**config.mk**
```make
export PLATFORM = sky130hd
export DESIGN_NAME = parity_serial_rx_flat
export DESIGN_NICKNAME = d
export VERILOG_FILES = /design/src/rtl/parity_serial_rx_if.sv /design/src/rtl/parity_serial_rx.sv /design/src/flat_wrapper.sv
export SDC_FILE = /design/constraint.sdc
export NUM_CORES = 1
export LEC_CHECK = 0
export CAP_MARGIN = 20
export CORE_MARGIN = 4
export CORE_UTILIZATION = 50
export DETAILED_ROUTE_END_ITERATION = 8
export PLACE_DENSITY = 0.71
export RECOVER_POWER = 25
export SKIP_CTS_REPAIR_TIMING = 1
export SLEW_MARGIN = 20
export SYNTH_ARGS = -nofsm -noshare
export SYNTH_HDL_FRONTEND = slang
export SYNTH_SLANG_ARGS = --single-unit
```
**constraint.sdc**
```tcl
create_clock -name clk -period 1.6 [get_ports clk]
set_input_delay 0.16 -clock clk [delete_from_list [all_inputs] [get_ports clk]]
set_output_delay 0.16 -clock clk [all_outputs]
set_load 0.005 [all_outputs]
```
**src/rtl/parity_serial_rx_if.sv**
```systemverilog
`default_nettype none
// ============================================================================
// Module   : parity_serial_rx_if
// Brief    : Serial line input and parallel word/status bundle of the receiver.
// Revision : 1.0 - initial release
// ============================================================================
interface parity_serial_rx_if #(
   parameter int DATA_W = 4
);
   logic              rx_in;
   logic [DATA_W-1:0] data_out;
   logic              data_valid;
   logic              parity_err;
   logic              frame_err;
   logic              busy;

   // master drives the line and consumes the word; slave is the receiver
   modport master (
      output rx_in,
      input  data_out, data_valid, parity_err, frame_err, busy
   );

   modport slave (
      input  rx_in,
      output data_out, data_valid, parity_err, frame_err, busy
   );
endinterface
`default_nettype wire

```
**src/rtl/parity_serial_rx.sv**
```systemverilog
`default_nettype none
// ============================================================================
// Module   : parity_serial_rx
// Brief    : Idle-high LSB-first serial deserializer with parity/stop checking.
// Revision : 1.0 - initial release
// ============================================================================
module parity_serial_rx #(
   parameter int DATA_W       = 4,
   parameter int CLKS_PER_BIT = 4,
   parameter int PARITY_ODD   = 0
) (
   input  logic               clk,
   input  logic               rst_n,
   parity_serial_rx_if.slave  bus
);

   localparam int c_CNT_W = $clog2(CLKS_PER_BIT);
   localparam int c_IDX_W = (DATA_W > 1) ? $clog2(DATA_W) : 1;

   localparam logic [c_CNT_W-1:0] c_CNT_HALF = c_CNT_W'(CLKS_PER_BIT / 2 - 1);
   localparam logic [c_CNT_W-1:0] c_CNT_LAST = c_CNT_W'(CLKS_PER_BIT - 1);
   localparam logic [c_CNT_W-1:0] c_CNT_ONE  = c_CNT_W'(1);
   localparam logic [c_IDX_W-1:0] c_IDX_LAST = c_IDX_W'(DATA_W - 1);
   localparam logic [c_IDX_W-1:0] c_IDX_ONE  = c_IDX_W'(1);
   localparam logic               c_ODD      = (PARITY_ODD != 0);

   localparam logic [2:0] c_IDLE      = 3'd0;
   localparam logic [2:0] c_START     = 3'd1;
   localparam logic [2:0] c_DATA      = 3'd2;
   localparam logic [2:0] c_PARITY    = 3'd3;
   localparam logic [2:0] c_STOP      = 3'd4;
   localparam logic [2:0] c_WAIT_IDLE = 3'd5;

   logic               r_sync1;
   logic               r_sync2;
   logic [2:0]         r_state;
   logic [c_CNT_W-1:0] r_cnt;
   logic [c_IDX_W-1:0] r_idx;
   logic [DATA_W-1:0]  r_shift;
   logic               r_par_bit;
   logic [DATA_W-1:0]  r_data_out;
   logic               r_data_valid;
   logic               r_parity_err;
   logic               r_frame_err;

   logic               w_rx_s;
   logic               w_cnt_last;
   logic               w_par_err;

   // Line is asynchronous; idle-high reset keeps reset release from faking a start
   always_ff @(posedge clk or negedge rst_n) begin
      if (!rst_n) begin
         r_sync1 <= 1'b1;
         r_sync2 <= 1'b1;
      end else begin
         r_sync1 <= bus.rx_in;
         r_sync2 <= r_sync1;
      end
   end

   assign w_rx_s     = r_sync2;
   assign w_cnt_last = (r_cnt == c_CNT_LAST);
   assign w_par_err  = ((^r_shift) ^ r_par_bit) != c_ODD;

   always_ff @(posedge clk or negedge rst_n) begin
      if (!rst_n) begin
         r_state      <= c_IDLE;
         r_cnt        <= '0;
         r_idx        <= '0;
         r_shift      <= '0;
         r_par_bit    <= 1'b0;
         r_data_out   <= '0;
         r_data_valid <= 1'b0;
         r_parity_err <= 1'b0;
         r_frame_err  <= 1'b0;
      end else begin
         r_data_valid <= 1'b0;
         case (r_state)
            c_IDLE: begin
               if (!w_rx_s) begin
                  r_state <= c_START;
                  r_cnt   <= '0;
               end
            end
            c_START: begin
               // Mid-start-bit recheck rejects short glitches
               if (r_cnt == c_CNT_HALF) begin
                  r_cnt <= '0;
                  if (!w_rx_s) begin
                     r_state <= c_DATA;
                     r_idx   <= '0;
                  end else begin
                     r_state <= c_IDLE;
                  end
               end else begin
                  r_cnt <= r_cnt + c_CNT_ONE;
               end
            end
            c_DATA: begin
               if (w_cnt_last) begin
                  r_cnt          <= '0;
                  r_shift[r_idx] <= w_rx_s;
                  if (r_idx == c_IDX_LAST) begin
                     r_state <= c_PARITY;
                  end else begin
                     r_idx <= r_idx + c_IDX_ONE;
                  end
               end else begin
                  r_cnt <= r_cnt + c_CNT_ONE;
               end
            end
            c_PARITY: begin
               if (w_cnt_last) begin
                  r_cnt     <= '0;
                  r_par_bit <= w_rx_s;
                  r_state   <= c_STOP;
               end else begin
                  r_cnt <= r_cnt + c_CNT_ONE;
               end
            end
            c_STOP: begin
               if (w_cnt_last) begin
                  r_cnt        <= '0;
                  r_data_out   <= r_shift;
                  r_parity_err <= w_par_err;
                  r_frame_err  <= ~w_rx_s;
                  r_data_valid <= 1'b1;
                  // A low stop may be a break; wait for idle so it reports once
                  r_state      <= w_rx_s ? c_IDLE : c_WAIT_IDLE;
               end else begin
                  r_cnt <= r_cnt + c_CNT_ONE;
               end
            end
            c_WAIT_IDLE: begin
               if (w_rx_s) begin
                  r_state <= c_IDLE;
               end
            end
            default: begin
               r_state <= c_IDLE;
            end
         endcase
      end
   end

   assign bus.data_out   = r_data_out;
   assign bus.data_valid = r_data_valid;
   assign bus.parity_err = r_parity_err;
   assign bus.frame_err  = r_frame_err;
   assign bus.busy       = (r_state != c_IDLE);

endmodule
`default_nettype wire

```
**src/flat_wrapper.sv**
```systemverilog
// flat-port wrapper written by rule: the top's interface ports become plain ports
module parity_serial_rx_flat 
#(
   parameter int DATA_W       = 4,
   parameter int CLKS_PER_BIT = 4,
   parameter int PARITY_ODD   = 0
)
  (clk, rst_n, bus_rx_in, bus_data_out, bus_data_valid, bus_parity_err, bus_frame_err, bus_busy);
  parity_serial_rx_if #(.DATA_W(DATA_W)) bus_i ();
  input  logic clk;
  input  logic rst_n;
  input wire logic [$bits(bus_i.rx_in)-1:0] bus_rx_in;
  output wire logic [$bits(bus_i.data_out)-1:0] bus_data_out;
  output wire logic [$bits(bus_i.data_valid)-1:0] bus_data_valid;
  output wire logic [$bits(bus_i.parity_err)-1:0] bus_parity_err;
  output wire logic [$bits(bus_i.frame_err)-1:0] bus_frame_err;
  output wire logic [$bits(bus_i.busy)-1:0] bus_busy;
  assign bus_i.rx_in = bus_rx_in;
  assign bus_data_out = bus_i.data_out;
  assign bus_data_valid = bus_i.data_valid;
  assign bus_parity_err = bus_i.parity_err;
  assign bus_frame_err = bus_i.frame_err;
  assign bus_busy = bus_i.busy;
  parity_serial_rx #(.DATA_W(DATA_W), .CLKS_PER_BIT(CLKS_PER_BIT), .PARITY_ODD(PARITY_ODD)) u_core (.clk(clk), .rst_n(rst_n), .bus(bus_i));
endmodule
```
### Word level (Yosys, flattened, before mapping)

Index checks and enable logic that the tools add are counted.

* $lt $le $gt $ge: 2
* reductions and logical operators: 13
* add/sub/neg operators: 2
* mux-type cells: 23
* equal/unequal tests: 17
* bitwise operators: 2

Operator list (count)
* 3-bit 2-to-1 mux: 8
* 3-bit case mux with 6 select lines: 1
* 2-bit 2-to-1 mux: 7
* 2-bit by 1-bit != test with 1-bit output (second input constant): 6
* 2-bit AND reduction: 4
* 7-bit AND reduction: 1
* 3-bit by 2-bit == test with 1-bit output (second input constant): 2
* 3-bit == test (second input constant): 2
* 2-bit != test (second input constant): 3
* 2-bit case mux with 3 select lines: 1
* 3-bit nonzero test: 2
* 5-bit AND reduction: 1
* 2-bit by 1-bit adder with 2-bit output (second input constant): 2
* 4-bit bitwise mux: 1
* 2-bit == test (second input constant): 2
* 2-bit case mux with 2 select lines: 1
* 4-bit parity: 1
* 3-bit by 1-bit == test with 1-bit output (second input constant): 1
* 3-bit logical NOT: 1
* 2-bit by 3-bit less-than comparator with 1-bit output (second input constant): 1
* 1-bit 2-to-1 mux: 3
* 3-bit OR reduction: 1
* 1-bit demux with 2-bit select: 1
* 2-bit by 1-bit == test with 1-bit output (second input constant): 1
* 5 further kinds: 5

* word-level logic and storage cells: 70
* flip-flop bits (word level): 21
* input bits: 3

### Logic depth before layout (Yosys ltp)

* depth in word-level cells: 5
* depth in mapped cells: 5
* gate-level depth less buffers: 5

### Least setup slack after synthesis

OpenSTA, ideal clock, no wires.

* path type: register to register
* from: reg u_core.r_idx[0]
* to: reg u_core.r_idx[0]
* library setup time: 0.128 ns
* data arrival time: 1.459 ns
* required time: 1.472 ns
* stages on the path, launching flop included: 5
* slack: 0.013 ns
* path through: dfrtp_1 > ha_1 > nand4bb_1 > a211oi_4 > mux2_1

* cells in the longest elaborated chain, start to end: 4

RTL lines
* start, declared: line parity_serial_rx.sv:38 `logic [c_IDX_W-1:0] r_idx;`
* start signal, assigned: line parity_serial_rx.sv:106 `r_idx <= r_idx + c_IDX_ONE;`
* 2-bit by 1-bit adder with 2-bit output: line parity_serial_rx.sv:106
* 2-bit 2-to-1 mux: line parity_serial_rx.sv:103 `if (r_idx == c_IDX_LAST) begin`
* 2-bit 2-to-1 mux: line parity_serial_rx.sv:100 `if (w_cnt_last) begin`
* 2-bit case mux with 2 select lines: line parity_serial_rx.sv:78 `case (r_state)`

Parallel ways exist; a longest one is shown, timed or not. The select of a mux whose other input is x is not followed.
A chain may end at the register's enable or synchronous reset.

### Worst setup path after layout

* from: reg u_core.r_state[1]
* to: reg u_core.r_idx[0]

* cells in the longest elaborated chain, start to end: 3

RTL lines
* start, declared: line parity_serial_rx.sv:36 `logic [2:0] r_state;`
* start signal, assigned: line parity_serial_rx.sv:67 `r_state <= c_IDLE;`
* start signal, assigned: line parity_serial_rx.sv:81 `r_state <= c_START;`
* start signal, assigned: line parity_serial_rx.sv:90 `r_state <= c_DATA;`
* 3-bit by 2-bit == test with 1-bit output / 3-bit by 1-bit == test with 1-bit output (equally long branches): line parity_serial_rx.sv:78
* 2-bit by 1-bit != test with 1-bit output (no line), or another cell as far along
* 5-bit AND reduction (no line)

Parallel ways exist; a longest one is shown, timed or not.

==> run summary <==
Final period util - 0.979
Worst clock skew - 6.05 ps
Area delta synth->final - 27.7%
# diodes - 0
Hold/Removal Path Class - register to register
Die H - 56.3 µm
IO Pins - 11
Final routed DRC violation total - 0
Dpl cells - 149
CTS Buf Count - 3
First-pass GRT wire length - 3790 µm
WL per Instance - 14.1 µm
Slew @ Worst Pin - 1110 ps
Placement Setup Slack - 3.44 ps
Fin cells - 157
Post-Synthesis Cell Area - 1160 µm²
Max clock buf depth - 2
P_leak - 0.703 nW
Chip width - 56.3 µm
Crit Path Class - register to register
Number of synthesized flops with an enable pin - 0
Gate Count Post-Synth - 101
Clk_lat worst skew - 310 ps
Final core occ - 0.673
Total power - 2.27 mW
GRT overflow - 0
Design area - 1490 µm²
DP Area - 1390 µm²
Vias in the first global route - 831
Clock Root Buffer - clkbuf_4
Pin count of the biggest net entering global routing - 22
Final nets - 141
Top_reg_cell synth - dfrtp_1
Slowest cell on crit path - dfrtp_2
Initial antenna violation count - 0
Fin. Hold Viols - 0
Final setup fails - 0
Final wirelength - 2210 µm
GPL Wtd Cong - 0.883
Max_cap viols - 0
Reg clk slew, reported paths - 120 ps
Ys async rst share - 1.00
Routed Antenna Nets - 0
Slowest cell delay on critical path - 460 ps
CTS tree - yes
DRT Pass-1 Iters - 4
CTS H-Tree Depth - 1
Total track usage - 0.153
Initial core utilization - 0.527
Min Clock Period, post-route - 1570 ps
Critical Path Source Type - register
Synth unique cells - 40
Full die area - 3170 µm²
Rel. slew slack - 0.262
Peak supply drop - 0.000960 V
Share of cells above drive strength 1 - 0.271
Sequential area share after synthesis - 0.453
Pwr dens - 1530 nW/µm²
CP Data Required Time - 1800 ps
Max-slew violations - 0
Crit-path max FO - 6
Syn Nets - 112
PnR worst setup slack - 34.3 ps
Detail Placement HPWL - 1640 µm
Mapped Avg Cell Area - 11.5 µm²
CP arrival - 1770 ps
CP Capture Type - register
Max Clock Freq - 639 MHz
Outcome - completed
Initial DRC count - 23
Yosys warns - 0
CP cell instances - or3b_4 -> a211oi_4 -> mux2_4
Row cnt - 17
Sink Count - 21
Post-DR vias/cell - 5.29
Unrepaired setup endpoints after global routing - true
Yosys reg bits - 21
Via count - 831
Port Buffer Count - 10
Core Area - 2210 µm²
## final cells by class
cell class                      instances  area, µm²
Multi-Input combinational cell         67        609
Clock inverter                          1       7.51
Tap cell                               28       35.0
Inverter                                7       26.3
Timing Repair Buffer                   30        256
Clock buffer                            3       22.5
Fill cell                             170        724
Sequential cell                        21        531
## state kept, by name (all words and copies together) (netlist names)
name                   flops
u_core.r_idx               2
u_core.r_par_bit           1
u_core.r_sync1             1
u_core.r_state             3
u_core.r_shift             4
u_core.bus.data_valid      1
u_core.bus.frame_err       1
u_core.bus.data_out        4
u_core.bus.parity_err      1
u_core.r_sync2             1
u_core.r_cnt               2
## cells in the mapped netlist, types with 2 or more instances
| cell | instances | area share |
|---|---|---|
| dfstp_2 | 2 | 0.045 |
| clkbuf_1 | 2 | 0.0064 |
| o21ai_0 | 4 | 0.017 |
| buf_2 | 3 | 0.013 |
| dfrtp_1 | 19 | 0.41 |
| mux2_1 | 11 | 0.11 |
| nand2_1 | 6 | 0.019 |
| nor3_1 | 2 | 0.0086 |
| nor2_1 | 4 | 0.013 |
| nor2b_1 | 3 | 0.016 |
| a21oi_1 | 2 | 0.0086 |
| mux2i_1 | 2 | 0.017 |
| ha_1 | 8 | 0.086 |
| inv_1 | 7 | 0.023 |
## cell usage in the layout, fill, tap and decap left out, types with 2 or more instances in the layout
master,n
a21oi_1,2
buf_4,17
buf_6,2
clkbuf_4,3
clkdlybuf4s50_1,8
dfrtp_1,17
dfrtp_2,2
dfstp_2,2
ha_1,7
inv_1,7
mux2_1,10
mux2i_1,2
nand2_1,6
nor2_1,4
nor2b_1,3
nor3_1,2
nor3b_2,2
o21ai_0,4
## routing by layer
layer	vias to the layer above	share of wire	track usage
li1	411	-	-
met1	393	0.42	0.183
met2	20	0.50	0.265
met3	7	0.042	0.0230
met4	0	0.031	0.0780
met5	-	0	0
## worst paths after layout
kind,from,end,slack (ps),cells past startpoint
max reg2reg,u_core.r_state[1]$_DFFE_PN0P_,u_core.r_idx[0]$_DFFE_PN0P_,30,3
max in group asynchronous,rst_n,u_core.r_state[1]$_DFFE_PN0P_,370,2
min,u_core.r_sync1$_DFF_PN1_,u_core.r_sync2$_DFF_PN1_,370,0
max,u_core.r_state[1]$_DFFE_PN0P_,u_core.r_idx[0]$_DFFE_PN0P_,30,3
min in group asynchronous,rst_n,u_core.bus.data_out[2]$_DFFE_PN0P_,490,2
min reg2reg,u_core.r_sync1$_DFF_PN1_,u_core.r_sync2$_DFF_PN1_,370,0
## where the power goes
group,total [mW],internal [mW],switching [mW]
clock network,0.263,0.0954,0.168
logic,1.20,0.686,0.518
registers,0.807,0.673,0.134
total,2.27,1.45,0.820
## worst max-delay path: cells and delay by family (launching register included)
kind | cells | cell delay (ps)
flops | 1 | 460
compound gates | 1 | 280
mux | 1 | 320
simple gates | 1 | 400
## through the flow
| step | hold slack (ps) | setup TNS (ps) |
|---|---|---|
| after floorplan | -136 | 0 |
| after global placement | 349 | 0 |
| after detailed placement | 349 | 0 |
| after CTS | 191 | -318 |
| after global routing | 369 | -74.2 |
| final | 366 | 0 |
## cells by family after synthesis
| logic type | share of synthesized area |
|---|---|
| mux | 0.124 |
| flops | 0.453 |
| compound gates | 0.101 |
| simple gates | 0.154 |
| fa+ha+maj | 0.0859 |
| buf+inv | 0.0483 |
| xor+xnor | 0.0344 |
Power figures use the tool's default switching activity.
